===== config.mk =====
export PLATFORM = sky130hd
export DESIGN_NAME = fetch_queue_unit
export DESIGN_NICKNAME = d
export VERILOG_FILES = /design/src/rtl/fetch_queue_unit.sv
export SDC_FILE = /design/constraint.sdc
export NUM_CORES = 1
export LEC_CHECK = 0
export BUFFER_PORTS_ARGS = -buffer_cell sky130_fd_sc_hd__buf_4
export CAP_MARGIN = 30
export CELL_PAD_IN_SITES_DETAIL_PLACEMENT = 0
export CELL_PAD_IN_SITES_GLOBAL_PLACEMENT = 1
export CORE_ASPECT_RATIO = 0.8
export CORE_MARGIN = 2
export CORE_UTILIZATION = 40
export DETAILED_ROUTE_END_ITERATION = 10
export PLACE_DENSITY = 0.71
export SYNTH_ARGS = -nofsm -noshare
export SYNTH_HDL_FRONTEND = slang
export SYNTH_SLANG_ARGS = --single-unit

===== constraint.sdc =====
create_clock -name clk -period 3.16 [get_ports clk]
set_clock_uncertainty 0.2 [all_clocks]
set_input_delay 0.632 -clock clk [delete_from_list [all_inputs] [get_ports clk]]
set_output_delay 0.632 -clock clk [all_outputs]
set_load 0.005 [all_outputs]

===== src/rtl/fetch_queue_unit.sv =====
// Instruction fetch front end: sequential PC issue, in-order response queue, redirect flush.
// Latency: request accepted at t, response at t+L, instruction visible to decode at t+L+1.
// Backpressure: requests are credit-limited by inflight+queued <= QUEUE_DEPTH; decode stalls via instr_ready.

// Small flushable circular FIFO holding {instruction, pc} entries.
// Latency: one cycle from push to head visibility (no bypass).
// Backpressure: none internally; the caller must never push when full or pop when empty.
module fetch_queue_fifo #(
  parameter int W     = 64,
  parameter int DEPTH = 4,
  localparam int PW   = $clog2(DEPTH),
  localparam int CW   = PW + 1
) (
  input  logic          clk,
  input  logic          rst,
  input  logic          flush_i,
  input  logic          push_i,
  input  logic [W-1:0]  push_dat_i,
  input  logic          pop_i,
  output logic [W-1:0]  head_dat_o,
  output logic [CW-1:0] count_o
);

  logic [W-1:0]  mem_q [DEPTH];
  logic [PW-1:0] rd_q, rd_d;
  logic [PW-1:0] wr_q, wr_d;
  logic [CW-1:0] cnt_q, cnt_d;

  // Pointer and occupancy update; a flush voids any same-cycle push or pop.
  always_comb begin
    rd_d  = rd_q;
    wr_d  = wr_q;
    cnt_d = cnt_q;
    if (flush_i) begin
      rd_d  = '0;
      wr_d  = '0;
      cnt_d = '0;
    end else begin
      if (push_i) begin
        wr_d = wr_q + PW'(1);
      end
      if (pop_i) begin
        rd_d = rd_q + PW'(1);
      end
      cnt_d = cnt_q + CW'(push_i) - CW'(pop_i);
    end
  end

  // Storage array; contents need no reset because occupancy gates visibility.
  always_ff @(posedge clk) begin
    if (rst && push_i && !flush_i) begin
      mem_q[wr_q] <= push_dat_i;
    end
  end

  // Pointer and count registers with synchronous active-low reset.
  always_ff @(posedge clk) begin
    if (!rst) begin
      rd_q  <= '0;
      wr_q  <= '0;
      cnt_q <= '0;
    end else begin
      rd_q  <= rd_d;
      wr_q  <= wr_d;
      cnt_q <= cnt_d;
    end
  end

  assign head_dat_o = mem_q[rd_q];
  assign count_o    = cnt_q;

endmodule

module fetch_queue_unit #(
  parameter int                    DATA_WIDTH  = 32,
  parameter int                    ADDR_WIDTH  = 32,
  parameter int                    QUEUE_DEPTH = 4,
  parameter logic [ADDR_WIDTH-1:0] RESET_PC    = '0
) (
  input  logic                  clk,
  input  logic                  rst,
  // instruction memory request channel
  output logic                  imem_req_valid,
  input  logic                  imem_req_ready,
  output logic [ADDR_WIDTH-1:0] imem_req_addr,
  // instruction memory response channel (in order, never stalled)
  input  logic                  imem_resp_valid,
  input  logic [DATA_WIDTH-1:0] imem_resp_data,
  // decode channel
  output logic                  instr_valid,
  input  logic                  instr_ready,
  output logic [DATA_WIDTH-1:0] instr_out,
  output logic [ADDR_WIDTH-1:0] pc_out,
  // control-flow redirect
  input  logic                  redirect,
  input  logic [ADDR_WIDTH-1:0] redirect_pc
);

  localparam int CW = $clog2(QUEUE_DEPTH) + 1;
  localparam logic [CW:0]           DEPTH_W = (CW+1)'(QUEUE_DEPTH);
  localparam logic [ADDR_WIDTH-1:0] PC_STEP = ADDR_WIDTH'(4);
  localparam logic [ADDR_WIDTH-1:0] PC_MASK = ~ADDR_WIDTH'(3);

  typedef enum logic [1:0] {
    ST_IDLE  = 2'd0,
    ST_RUN   = 2'd1,
    ST_DRAIN = 2'd2
  } state_e;

  typedef struct packed {
    logic [DATA_WIDTH-1:0] dat;
    logic [ADDR_WIDTH-1:0] pc;
  } entry_t;

  state_e                state_q, state_d;
  logic [ADDR_WIDTH-1:0] fetch_pc_q, fetch_pc_d;
  logic [ADDR_WIDTH-1:0] resp_pc_q, resp_pc_d;
  logic [CW-1:0]         inflight_q, inflight_d;
  logic [CW-1:0]         drop_q, drop_d;

  logic [CW-1:0]         q_count;
  entry_t                q_head;
  entry_t                q_push_dat;
  logic [CW:0]           outstanding;
  logic [ADDR_WIDTH-1:0] redirect_pc_al;
  logic                  req_fire;
  logic                  q_push;
  logic                  q_pop;

  assign redirect_pc_al = redirect_pc & PC_MASK;

  // Every request ever issued either sits in memory or in the queue, so this sum is the
  // credit check that keeps the queue from overflowing.
  assign outstanding = {1'b0, inflight_q} + {1'b0, q_count};

  assign imem_req_valid = (state_q != ST_IDLE) && !redirect && (outstanding < DEPTH_W);
  assign imem_req_addr  = fetch_pc_q;
  assign req_fire       = imem_req_valid && imem_req_ready;

  // Responses to pre-redirect requests are discarded while drop_q is non-zero.
  assign q_push     = imem_resp_valid && (drop_q == '0) && !redirect;
  assign q_pop      = instr_valid && instr_ready && !redirect;
  assign q_push_dat = '{dat: imem_resp_data, pc: resp_pc_q};

  fetch_queue_fifo #(
    .W     ($bits(entry_t)),
    .DEPTH (QUEUE_DEPTH)
  ) u_queue (
    .clk        (clk),
    .rst        (rst),
    .flush_i    (redirect),
    .push_i     (q_push),
    .push_dat_i (q_push_dat),
    .pop_i      (q_pop),
    .head_dat_o (q_head),
    .count_o    (q_count)
  );

  // When empty, instr_out reads zero and pc_out shows the PC the next response will carry.
  assign instr_valid = (q_count != '0);
  assign instr_out   = instr_valid ? q_head.dat : '0;
  assign pc_out      = instr_valid ? q_head.pc  : resp_pc_q;

  // Next-state for PCs, credit counters and the fetch FSM; redirect overrides everything.
  always_comb begin
    state_d    = state_q;
    fetch_pc_d = fetch_pc_q;
    resp_pc_d  = resp_pc_q;
    drop_d     = drop_q;
    inflight_d = inflight_q + CW'(req_fire) - CW'(imem_resp_valid);

    if (redirect) begin
      fetch_pc_d = redirect_pc_al;
      resp_pc_d  = redirect_pc_al;
      // A response arriving this very cycle is already counted as dropped.
      drop_d     = inflight_q - CW'(imem_resp_valid);
    end else begin
      if (req_fire) begin
        fetch_pc_d = fetch_pc_q + PC_STEP;
      end
      if (q_push) begin
        resp_pc_d = resp_pc_q + PC_STEP;
      end
      if (imem_resp_valid && (drop_q != '0)) begin
        drop_d = drop_q - CW'(1);
      end
    end

    case (state_q)
      ST_IDLE: begin
        state_d = ST_RUN;
      end
      ST_RUN: begin
        if (redirect && (drop_d != '0)) begin
          state_d = ST_DRAIN;
        end
      end
      ST_DRAIN: begin
        // A redirect here simply reloads drop_d; stay until nothing stale remains.
        if (drop_d == '0) begin
          state_d = ST_RUN;
        end
      end
      default: begin
        state_d = ST_IDLE;
      end
    endcase
  end

  // State registers with synchronous active-low reset.
  always_ff @(posedge clk) begin
    if (!rst) begin
      state_q    <= ST_IDLE;
      fetch_pc_q <= RESET_PC;
      resp_pc_q  <= RESET_PC;
      inflight_q <= '0;
      drop_q     <= '0;
    end else begin
      state_q    <= state_d;
      fetch_pc_q <= fetch_pc_d;
      resp_pc_q  <= resp_pc_d;
      inflight_q <= inflight_d;
      drop_q     <= drop_d;
    end
  end

endmodule


=== Word-level counts from Yosys, hierarchy flattened ===
Memory sizes are Yosys's and may differ from the RTL's. A register that Yosys moved wholly into a read port is not among the register bits.
Index checks and enable logic that the tools add are counted.

* Add/sub/neg operators: 11
* $lt $le $gt $ge: 1
* Equal/unequal tests: 4
* Mux-type cells: 15
* Bitwise logic cells: 1
* Reduce and logical (&&, ||, !) cells: 23

{| class="wikitable"
|+ Operators with widths
! operator !! count
|-
| 32-bit two-way mux || 6
|-
| 32-bit by 3-bit adder with 32-bit output (second input constant) || 2
|-
| 1-bit logical AND || 11
|-
| 3-bit nonzero test || 3
|-
| 3-bit by 1-bit subtractor with 3-bit output || 3
|-
| 2-bit two-way mux || 4
|-
| 3-bit by 1-bit adder with 3-bit output || 2
|-
| 3-bit logical NOT || 2
|-
| 3-bit two-way mux || 2
|-
| 2-bit case mux with 3 select lines || 1
|-
| 2-bit nonzero test || 3
|-
| 2-bit by 1-bit adder with 2-bit output (second input constant) || 2
|-
| 3-bit by 3-bit adder with 4-bit output || 1
|-
| 4-bit by 3-bit < comparator with 1-bit output (second input constant) || 1
|-
| 2-bit inequality test (second input constant) || 2
|-
| 3-bit by 1-bit subtractor with 3-bit output (second input constant) || 1
|-
| 2-bit by 1-bit == test with 1-bit output (second input constant) || 1
|-
| 2-bit == test (second input constant) || 1
|-
| 2-bit logical NOT || 1
|-
| 1-bit two-way mux || 2
|-
| 2-bit AND reduction || 1
|-
| 2-bit OR reduction || 1
|-
| 1-bit logical NOT || 1
|-
| 1-bit inverter || 1
|}

* Register bits: 79
* RAM bits: 256
* Output and inout bits: 98
* Logic and storage cells: 66
* Memories kept: 1

{| class="wikitable"
|+ Memory list
! name !! depth !! bits a word !! read ports !! clocked after memory_dff !! wr ports !! RTL line !! source
|-
| u_queue.mem_q || 4 || 64 || 1 || 1 || 1 || 24 || <nowiki>logic [W-1:0] mem_q [DEPTH];</nowiki>
|}

=== Longest topological paths before layout ===
Gate-level depths: netlist (run 1).

* Word-level depth: 8
* Depth in mapped cells: 12
* Gate-level depth less buffers: 11

=== Hierarchy ===
Synthesis (run 1) repeated with hierarchy kept, for this count alone.

* Cell total of the unflattened synthesis: 934
* Area total of the unflattened synthesis: 14212.4 µm²

{| class="wikitable"
|+ By module, submodules not included
! module !! times used !! cells an instance !! area an instance (µm²) !! sequential area each (µm²)
|-
| fetch_queue_fifo || 1 || 376 || 9750.6 || 7867.5
|-
| fetch_queue_unit || 1 || 558 || 4461.8 || 1361.3
|}

=== Worst setup path before layout (run 1) ===
OpenSTA, ideal clock, no wires.

* Kind: input -> register
* Start point: input port redirect
* End point: memory u_queue.mem_q[1][10], enable pin
* Library setup time: 0.426 ns
* Arrival time: 2.634 ns
* Setup slack: -0.100 ns
* Stages: 4
* Path buffers: 1
* Cell sequence: nand2b_1 clkbuf_1 nor2_1 and2_1

* Word-level cells in the longest chain between the ends: 6

{| class="wikitable"
|+ RTL lines
! item !! RTL line !! source
|-
| start: declaration || 95 || <nowiki>input logic redirect,</nowiki>
|-
| 1-bit logical NOT (*) || 51, 141 ||
|-
| 1-bit logical AND || 141 || <nowiki>assign q_push = imem_resp_valid && (drop_q == '0) && !redirect;</nowiki>
|-
| 1-bit logical AND || 51 || <nowiki>if (rst && push_i && !flush_i) begin</nowiki>
|-
| 1-bit logical AND (*) || 51 ||
|-
| 1-bit two-way mux (*) || 51 ||
|-
| 1-bit two-way mux (not written as such) (*) || 52 || <nowiki>mem_q[wr_q] <= push_dat_i;</nowiki>
|-
| end: declaration || 24 ||
|}

Every way passes the cells marked *; elsewhere a longest branch is shown, timed or not.

==> results of run 1 <==
-- cells in the mapped netlist (all sizes together) (3+ instances only) --
| library cell | n |
|---|---|
| and3 | 12 |
| mux2 | 31 |
| inv | 23 |
| nor4 | 14 |
| o211a | 3 |
| buf | 21 |
| nor3 | 11 |
| clkbuf | 36 |
| nand2 | 48 |
| or3 | 3 |
| o21ai | 47 |
| nand2b | 4 |
| nor2b | 32 |
| edfxtp | 248 |
| a21oi | 51 |
| mux4 | 62 |
| a2bb2oi | 6 |
| ha | 16 |
| xor2 | 16 |
| and4 | 4 |
| a32oi | 4 |
| nand4 | 21 |
| a31oi | 18 |
| a41oi | 3 |
| xnor2 | 22 |
| nand3 | 24 |
| nor2 | 30 |
| dfxtp | 77 |
| and2 | 13 |
| nand3b | 4 |
-- critical path, stage by stage, from the launching register on --
cell,delay (ns)
dfxtp_4,0.43
buf_12,0.22
mux4_2,0.52
mux2_2,0.30
buf_4,0.14
-- stage by stage --
step	instances	hold slack, ns	cell area (um^2)	util	power (W)
finish	1563	0.0668	16700	0.495	0.00939
detailed placement	1504	0.303	15700	0.464	0.00582
CTS	1562	0.0384	16700	0.494	0.00950
global placement	1504	0.291	15700	0.464	0.00581
floorplan	938	0.269	13800	-	0.00538
global route	1563	0.0463	16700	0.495	0.00975
-- layout make-up --
cell class	count	area [um^2]
Multi-Input combinational cell	532	4500
Clock inverter	22	193
Clock buffer	36	815
Sequential cell	325	8990
Tap cell	434	543
Timing Repair Buffer	190	1580
Fill cell	2905	17100
Inverter	24	90.1
-- registers in the layout, summed over array words and instances (netlist names), named ones only --
| name | flops |
|---|---|
| drop_q | 3 |
| imem_req_addr | 30 |
| inflight_q | 3 |
| resp_pc_q | 30 |
| state_q | 2 |
| u_queue.count_o | 3 |
| u_queue.mem_q | 248 |
| u_queue.rd_q | 2 |
| u_queue.wr_q | 2 |
-- final timing paths --
path | to | cells past startpoint
setup / recovery | pc_out[28] | 4
hold / removal | u_queue.mem_q[0][33] | 1
setup reg to reg | inflight_q[2] | 11
hold reg to reg | u_queue.wr_q[1] | 2
-- per-layer routing --
| layer | vias up | global-route usage | wire length (um) |
|---|---|---|---|
| met5 | - | 0 | 0 |
| met4 | 0 | 0.0297 | 393 |
| met3 | 30 | 0.0275 | 2030 |
| met2 | 277 | 0.262 | 13800 |
| met1 | 4181 | 0.267 | 15400 |
| li1 | 3969 | - | - |
-- report_power, final --
group,total (W),internal [W],switching (W)
Clock,0.00366,0.00209,0.00157
Sequential,0.00487,0.00473,0.000144
Combinational,0.000858,0.000430,0.000428
Total,0.00939,0.00724,0.00214
-- repair_timing --
action	CTS	global route
pin swaps	0	0
resized for setup	1	0
cloned	0	1
endpoints found under the setup margin	4	13
-- kinds of logic after synthesis --
group / synth area share
other: 0.000272
XOR/XNOR: 0.0241
AND/OR/NAND/NOR: 0.0897
multiplexers: 0.128
flip-flops: 0.651
adder cells (fa/ha/maj): 0.0174
AO/OA/AOI/OAI: 0.0650
buffers and inverters: 0.0246
==> impl_metrics.toml, run 1 <==
[pwr]
p_per_area_nw_per_um2 = 562
vdd_drop_max_mv = 0.399
power_leakage_nw = 5.76

[clock_tree]
htree_levels = 1
post-cts-setup-buffer-count = 0
clk_pin_slew_worst_paths_ns = 0.07
cts_buffers = 31
cts_sinks = 325
cts_tree = "built"
hold_buffers = 0
clk_path_buf_depth = 3
clock_latency_ns = 0.56
ctsRootBufferMaster = "clkbuf_16"

[cells_and_area]
mostFrequentLayoutCells = "248 x edfxtp_1, 179 x buf_4, 75 x dfxtp_1"
final_common_cell = "edfxtp_1"
nNetsFinal = 1192
diodes = 0
layout-area-overhead-vs-synth_pct = 21.0
drive_gt1_frac = 0.303

[timing]
max_freq_mhz = 331
maxSlewViolCount = 0
setup_viol = 0
finalWorstSetupSlack_ns = 0.141
finalHoldViolations = 0
rsz0062_at_grt = "no"
period_minus_slack_ns = 3.02
relSlewSlack = 0.453
fin_setup_tns_ns = 0
post-route-period-util = 0.955
tightest_slew_ns = 0.818

[route]
drtPass1Iterations = 4
wl_per_cell_um = 20.2
num_vias = 8457
drt-total-wl_um = 31600
ant_nets = 0
routed_via_density = 5.41
drt-initial-drc-count = 589
remaining_drc_errors = 0

[synthesis]
yosysSeqAreaShare = 0.651
synth_edf_count = 248
yosys_warnings = 0
synth_area_leaders = "edfxtp_1 54%, dfxtp_1 11%, mux4_2 10%"
ys_types = 60
synthCells = 935
synthArstFlopShare = 0
syn_avg_cell_area_um2 = 14.8
synth_seq_cells = 325
synth_ff_type = "edfxtp_1"
syn_area_um2 = 13800
yosys.area.top_type = "edfxtp_1"
synth_top_area_frac = 0.539

[global_routing]
grt_usage = 0.173
antenna_found_initial = 0
grt.overflow.total = 0
first_global_vias = 8355
grt_pass1_wl_um = 48400
grt_max_degree = 65

[setup_path]
arrival_ns = 2.19
end_kind = "output port"
cp_max_fo = 19
r2r_slack_ns = 0.35
cp-start-kind = "flop"
required_ns = 2.33
crit_type = "reg -> out"
crit-reg2reg-launch = "u_queue.count_o[2]"

[flow_run]
drv_cap = 0

[die]
start_util = 0.409
std_cell_rows = 60
die_x_um = 212
fp.dieArea_um2 = 36000
coreArea_um2 = 33800
io_pins = 168
die_h_um = 170

[place]
dp_hpwl_um = 20200
port_buffers = 161
preCtsSetupSlack_ns = 0.220
gp_congestion = 0.795

[hold_path]
hold_path.class = "in -> reg"
min-delay-start = "imem_resp_data[1]"

[outcome]
outcome = "finished, final reports clean"
No activity file was read; power rests on OpenSTA's default activity.
==> run 2, diff against run 1 <==
--- a/config.mk
+++ b/config.mk
@@ -16,4 +16,5 @@
 export PLACE_DENSITY = 0.71
 export SYNTH_ARGS = -nofsm -noshare
 export SYNTH_HDL_FRONTEND = slang
+export SYNTH_HIERARCHICAL = 1
 export SYNTH_SLANG_ARGS = --single-unit
==> impl_metrics.toml, run 2 <==
[global_routing]
antenna_found_initial = 1
grt_max_degree = 74
grt_pass1_wl_um = 50400
grt.overflow.total = 0
grt_usage = 0.174
first_global_vias = 8689

[synthesis]
synth_seq_cells = 333
yosys.area.top_type = "edfxtp_1"
synth_ff_type = "edfxtp_1"
synthTopCellsByCount = "256 x edfxtp_1, 77 x dfxtp_1, 60 x mux4_2, 48 x a21oi_1, 44 x and2_1"
synthArstFlopShare = 0
synthCells = 934
synth_edf_count = 256
yosysSeqAreaShare = 0.649
syn_avg_cell_area_um2 = 15.2
syn_area_um2 = 14200
yosysMostFrequentCell = "edfxtp_1"
synth_area_leaders = "edfxtp_1 54%, dfxtp_1 11%, mux4_2 9.5%"
ys_types = 63
yosys_warnings = 6
synth_top_area_frac = 0.541

[setup_path]
crit_type = "reg -> out"
arrival_ns = 2.18
end_kind = "output port"
cp-start-kind = "flop"
cp_max_fo = 39
r2r_slack_ns = 0.38
required_ns = 2.33

[timing]
rsz0062_at_grt = "no"
setup_viol = 0
relSlewSlack = 0.514
fin_setup_tns_ns = 0
max_freq_mhz = 332
tightest_slew_ns = 0.729
finalHoldViolations = 0
post-route-period-util = 0.954
period_minus_slack_ns = 3.01
maxSlewViolCount = 0

[route]
drtPass1Iterations = 5
wl_per_cell_um = 20.0
drt-initial-drc-count = 641
ant_nets = 0
num_vias = 8594
routed_via_density = 5.31
remaining_drc_errors = 0
drt-total-wl_um = 32400

[die]
start_util = 0.407
io_pins = 168
die_h_um = 173
coreArea_um2 = 34900
fp.dieArea_um2 = 37100
std_cell_rows = 61
die_x_um = 215

[clock_tree]
hold_buffers = 0
clk_path_buf_depth = 3
cts_sinks = 333
ctsRootBufferMaster = "clkbuf_16"
clock_latency_ns = 0.52
htree_levels = 2
cts_tree = "built"
cts_buffers = 35
post-cts-setup-buffer-count = 0
clk_pin_slew_worst_paths_ns = 0.06
post_cts_resized = 0

[place]
gp_congestion = 0.822
dp_hpwl_um = 20400
port_buffers = 163
post_dp_cell_area_um2 = 16100

[cells_and_area]
final_common_cell = "edfxtp_1"
nNetsFinal = 1207
layout-area-overhead-vs-synth_pct = 21.9
top_register = "u_queue/mem_q"
largest_reg_flops = 256
mostFrequentLayoutCells = "256 x edfxtp_1, 179 x buf_4, 75 x dfxtp_1"
fin_area_um2 = 17300
n_fill_cell = 3054
drive_gt1_frac = 0.311

[pwr]
vdd_drop_max_mv = 0.300
power_w = 0.0100
power_leakage_nw = 6.01
p_per_area_nw_per_um2 = 577

[hold_path]
hold_path.class = "in -> reg"

[outcome]
outcome = "finished, final reports clean"

[flow_run]
drv_cap = 0
-- run 2: layout make-up --
class / count / area (um^2) / share of cell area
Timing Repair Buffer: 191 / 1580 / 0.0915
Antenna cell: 1 / 2.50 / 0.000144
Tap cell: 472 / 591 / 0.0341
Clock inverter: 18 / 230 / 0.0133
Clock buffer: 44 / 971 / 0.0561
Inverter: 21 / 78.8 / 0.00455
Multi-Input combinational cell: 537 / 4630 / 0.267
Sequential cell: 333 / 9230 / 0.533
-- run 2: worst max-delay path, cell delays in order (launching register included) --
cell	delay (ns)
dfxtp_4	0.37
buf_12	0.29
mux4_2	0.54
mux2_2	0.27
buf_4	0.14
-- run 2: cells by family (layout without fill, tap and decap cells) --
family                   after synthesis  count (layout)  synth area share
AND/OR/NAND/NOR                      231             231            0.0894
XOR/XNOR                              42              42            0.0269
AO/OA/AOI/OAI                        137             137            0.0589
adder cells (fa/ha/maj)               18              18            0.0169
buffers and inverters                 73             274            0.0282
other                                  1              11          0.000264
flip-flops                           333             333             0.649
multiplexers                          99              99             0.130
-- run 2: final timing paths --
| kind | from | to | depth (start not counted) |
|---|---|---|---|
| hold reg to reg | imem_req_addr[25] | imem_req_addr[25] | 2 |
| hold / removal | imem_resp_data[8] | u_queue/mem_q[0][40] | 1 |
| setup reg to reg | inflight_q[2] | inflight_q[2] | 12 |
| setup / recovery | flop | pc_out[21] | 4 |
-- run 2: stage by stage --
stage	hold slack, ns	setup slack, ns	utilization	cells
floorplan	0.288	0.00974	-	943
global placement	0.307	0.192	0.462	1554
detailed placement	0.304	0.159	0.462	1554
CTS	0.0766	0.0575	0.497	1616
global route	0.0807	0.0231	0.497	1616
finish	0.110	0.145	0.497	1617
-- run 2: metal layers --
layer	global-route usage	routed length [um]
met1	0.257	15500
met2	0.267	14600
met3	0.0327	1850
met4	0.0379	410
met5	0	0
-- run 2: report_power, final --
part	switching (W)	internal [W]
clock network	0.00167	0.00259
logic	0.000390	0.000400
registers	0.000133	0.00481
total	0.00219	0.00781
==> run 3, diff against run 2 <==
--- a/config.mk
+++ b/config.mk
@@ -13,7 +13,7 @@
 export CORE_MARGIN = 2
 export CORE_UTILIZATION = 40
 export DETAILED_ROUTE_END_ITERATION = 10
-export PLACE_DENSITY = 0.71
+export PLACE_DENSITY = 0.68
 export SYNTH_ARGS = -nofsm -noshare
 export SYNTH_HDL_FRONTEND = slang
 export SYNTH_HIERARCHICAL = 1
==> constraint.sdc (replaced) <==
create_clock -name clk -period 2.91 [get_ports clk]
set_clock_uncertainty 0.2 [all_clocks]
set_input_delay 0.582 -clock clk [delete_from_list [all_inputs] [get_ports clk]]
set_output_delay 0.582 -clock clk [all_outputs]
set_load 0.005 [all_outputs]
==> impl_metrics.toml, run 3 (synthesis gave the netlist of run 2 again) <==
[timing]
setup_viol = 0
holdWs_ns = 0.0609
finalHoldViolations = 0
tightest_slew_ns = 0.731
max_freq_mhz = 345
post-route-period-util = 0.996
relSlewSlack = 0.512
maxSlewViolCount = 0
period_minus_slack_ns = 2.90
rsz0062_at_grt = "yes"

[cells_and_area]
top_register = "u_queue/mem_q"
layout-area-overhead-vs-synth_pct = 25.7
final_common_cell = "edfxtp_1"
drive_gt1_frac = 0.343
layout.cells.non_filler = 1650
fin_area_um2 = 17900
largest_reg_flops = 256
diodes = 0
mostFrequentLayoutCells = "256 x edfxtp_1, 176 x buf_4, 75 x dfxtp_1"
nNetsFinal = 1240

[setup_path]
required_ns = 2.13
arrival_ns = 2.12
crit_type = "reg -> out"
critPathSlowestCell = "mux4_2"
worst-path-buf-inv = 2
cp-start-kind = "flop"
cpPeakStageDelay_ns = 0.51
crit_chain = "buf_12 -> mux4_2 -> mux2_4 -> buf_6"
crit-reg2reg-launch = "inflight_q[2]"
cpLargestDelayFamily = "multiplexers"
cp_max_fo = 13
cp.depth = 4
r2r-end = "inflight_q[2]"
r2r_slack_ns = 0.13
r2r_cells = 12
end_kind = "output port"

[die]
start_util = 0.407
die_x_um = 215
fp.dieArea_um2 = 37100
die_h_um = 173
std_cell_rows = 61
io_pins = 168
coreArea_um2 = 34900

[global_routing]
use_met3 = 0.0304
grt_max_degree = 74
grtUsageMet1 = 0.263
first_global_vias = 8788
grt.overflow.total = 0
grt_pass1_wl_um = 52300
antenna_found_initial = 0
top_usage_layer = "met2"
grt_usage = 0.181
met2_usage = 0.288

[pwr]
power_leakage_nw = 6.28
power_w = 0.0109
p_per_area_nw_per_um2 = 613
vdd_drop_max_mv = 0.362

[clock_tree]
cts_sinks = 333
cts_tree = "built"
ctsRootBufferMaster = "clkbuf_16"
clk_pin_slew_worst_paths_ns = 0.06
htree_levels = 2
clk_path_buf_depth = 3
hold_buffers = 0
clock_latency_ns = 0.52
cts_buffers = 36

[outcome]
outcome = "finished, final reports clean"

[hold_path]
hold_depth = 1
hold_path_end = "u_queue/mem_q[1][47]"
min-delay-start = "imem_resp_data[15]"
hold_path.class = "in -> reg"

[place]
post_dp_cell_area_um2 = 16300
port_buffers = 163
gp_congestion = 0.762
dp_cells = 1572
dp_hpwl_um = 21700

[route]
drtPass1Iterations = 7
ant_nets = 0
drt-initial-drc-count = 585
routed_via_density = 5.31
remaining_drc_errors = 0
wl_per_cell_um = 20.4
drt-total-wl_um = 33700
num_vias = 8757

[flow_run]
drv_cap = 0
-- run 3: cell count changes in the layout (fill, tap and decap cells not counted), moves of 4 or more --
cell      before  now
buf_12        12   17
mux2_4         0   14
mux2_2        33   19
clkbuf_8       4    0
and2_1        44   28
and2_4         0   16
buf_6          0   28
-- run 3: how the worst max path moves through the flow --
stage                                  start                  to
after global placement         inflight_q[2]       inflight_q[2]
after floorplan           u_queue/count_o[0]  u_queue/count_o[2]
after global routing                    flop           pc_out[2]
after detailed placement       inflight_q[2]       inflight_q[2]
final                                   flop          pc_out[15]
after CTS                               flop       instr_out[12]
-- run 3: repair_timing --
action / 4_1_cts / 5_1_grt
gates cloned: 1 / 0
endpoints found under the setup margin: 57 / 49
buffers inserted: 6 / 7
endpoints found under the hold margin: 0 / 0
resized for setup: 28 / 34
pin swaps: 0 / 1
-- run 3: final cells by class --
class,instances,area [um^2]
clock buffer,44,952
sequential,333,9230
clock inverter,20,230
multi-input combinational,537,4730
tap,472,591
inverter,21,81.3
timing repair buffer,223,2040
fill,2994,17000
-- run 3: report_power, final --
part | internal [W] | switching (W) | total [W]
Clock | 0.00278 | 0.00184 | 0.00461
Combinational | 0.000509 | 0.000462 | 0.000971
Sequential | 0.00523 | 0.000132 | 0.00536
Total | 0.00851 | 0.00243 | 0.0109
-- run 3: stage by stage --
step                      setup slack, ns   util  TNS, ns
after floorplan                    0.0149      -        0
after global placement              0.101  0.468        0
after detailed placement            0.120  0.468        0
after CTS                         -0.0316  0.507   -0.208
after global routing              -0.0522  0.512   -0.929
final                              0.0105  0.512        0
-- run 3: per-layer routing --
metal / wire length, um / part of all wire / vias to the layer above
li1: - / - / 4069
met1: 15800 / 0.47 / 4451
met2: 15900 / 0.47 / 198
met3: 1600 / 0.047 / 39
met4: 412 / 0.012 / 0
met5: 0 / 0 / -
-- run 3: worst reg2reg max path: stages, from the launching register on --
cell and delay [ns]:
dfxtp_1 0.38, ha_1 0.28, nor4_4 0.30, o2111a_2 0.28, inv_4 0.04, ha_1 0.26
inv_1 0.06, ha_1 0.12, inv_1 0.05, fa_2 0.33, xnor2_1 0.18, xnor2_1 0.14
nor2_1 0.05
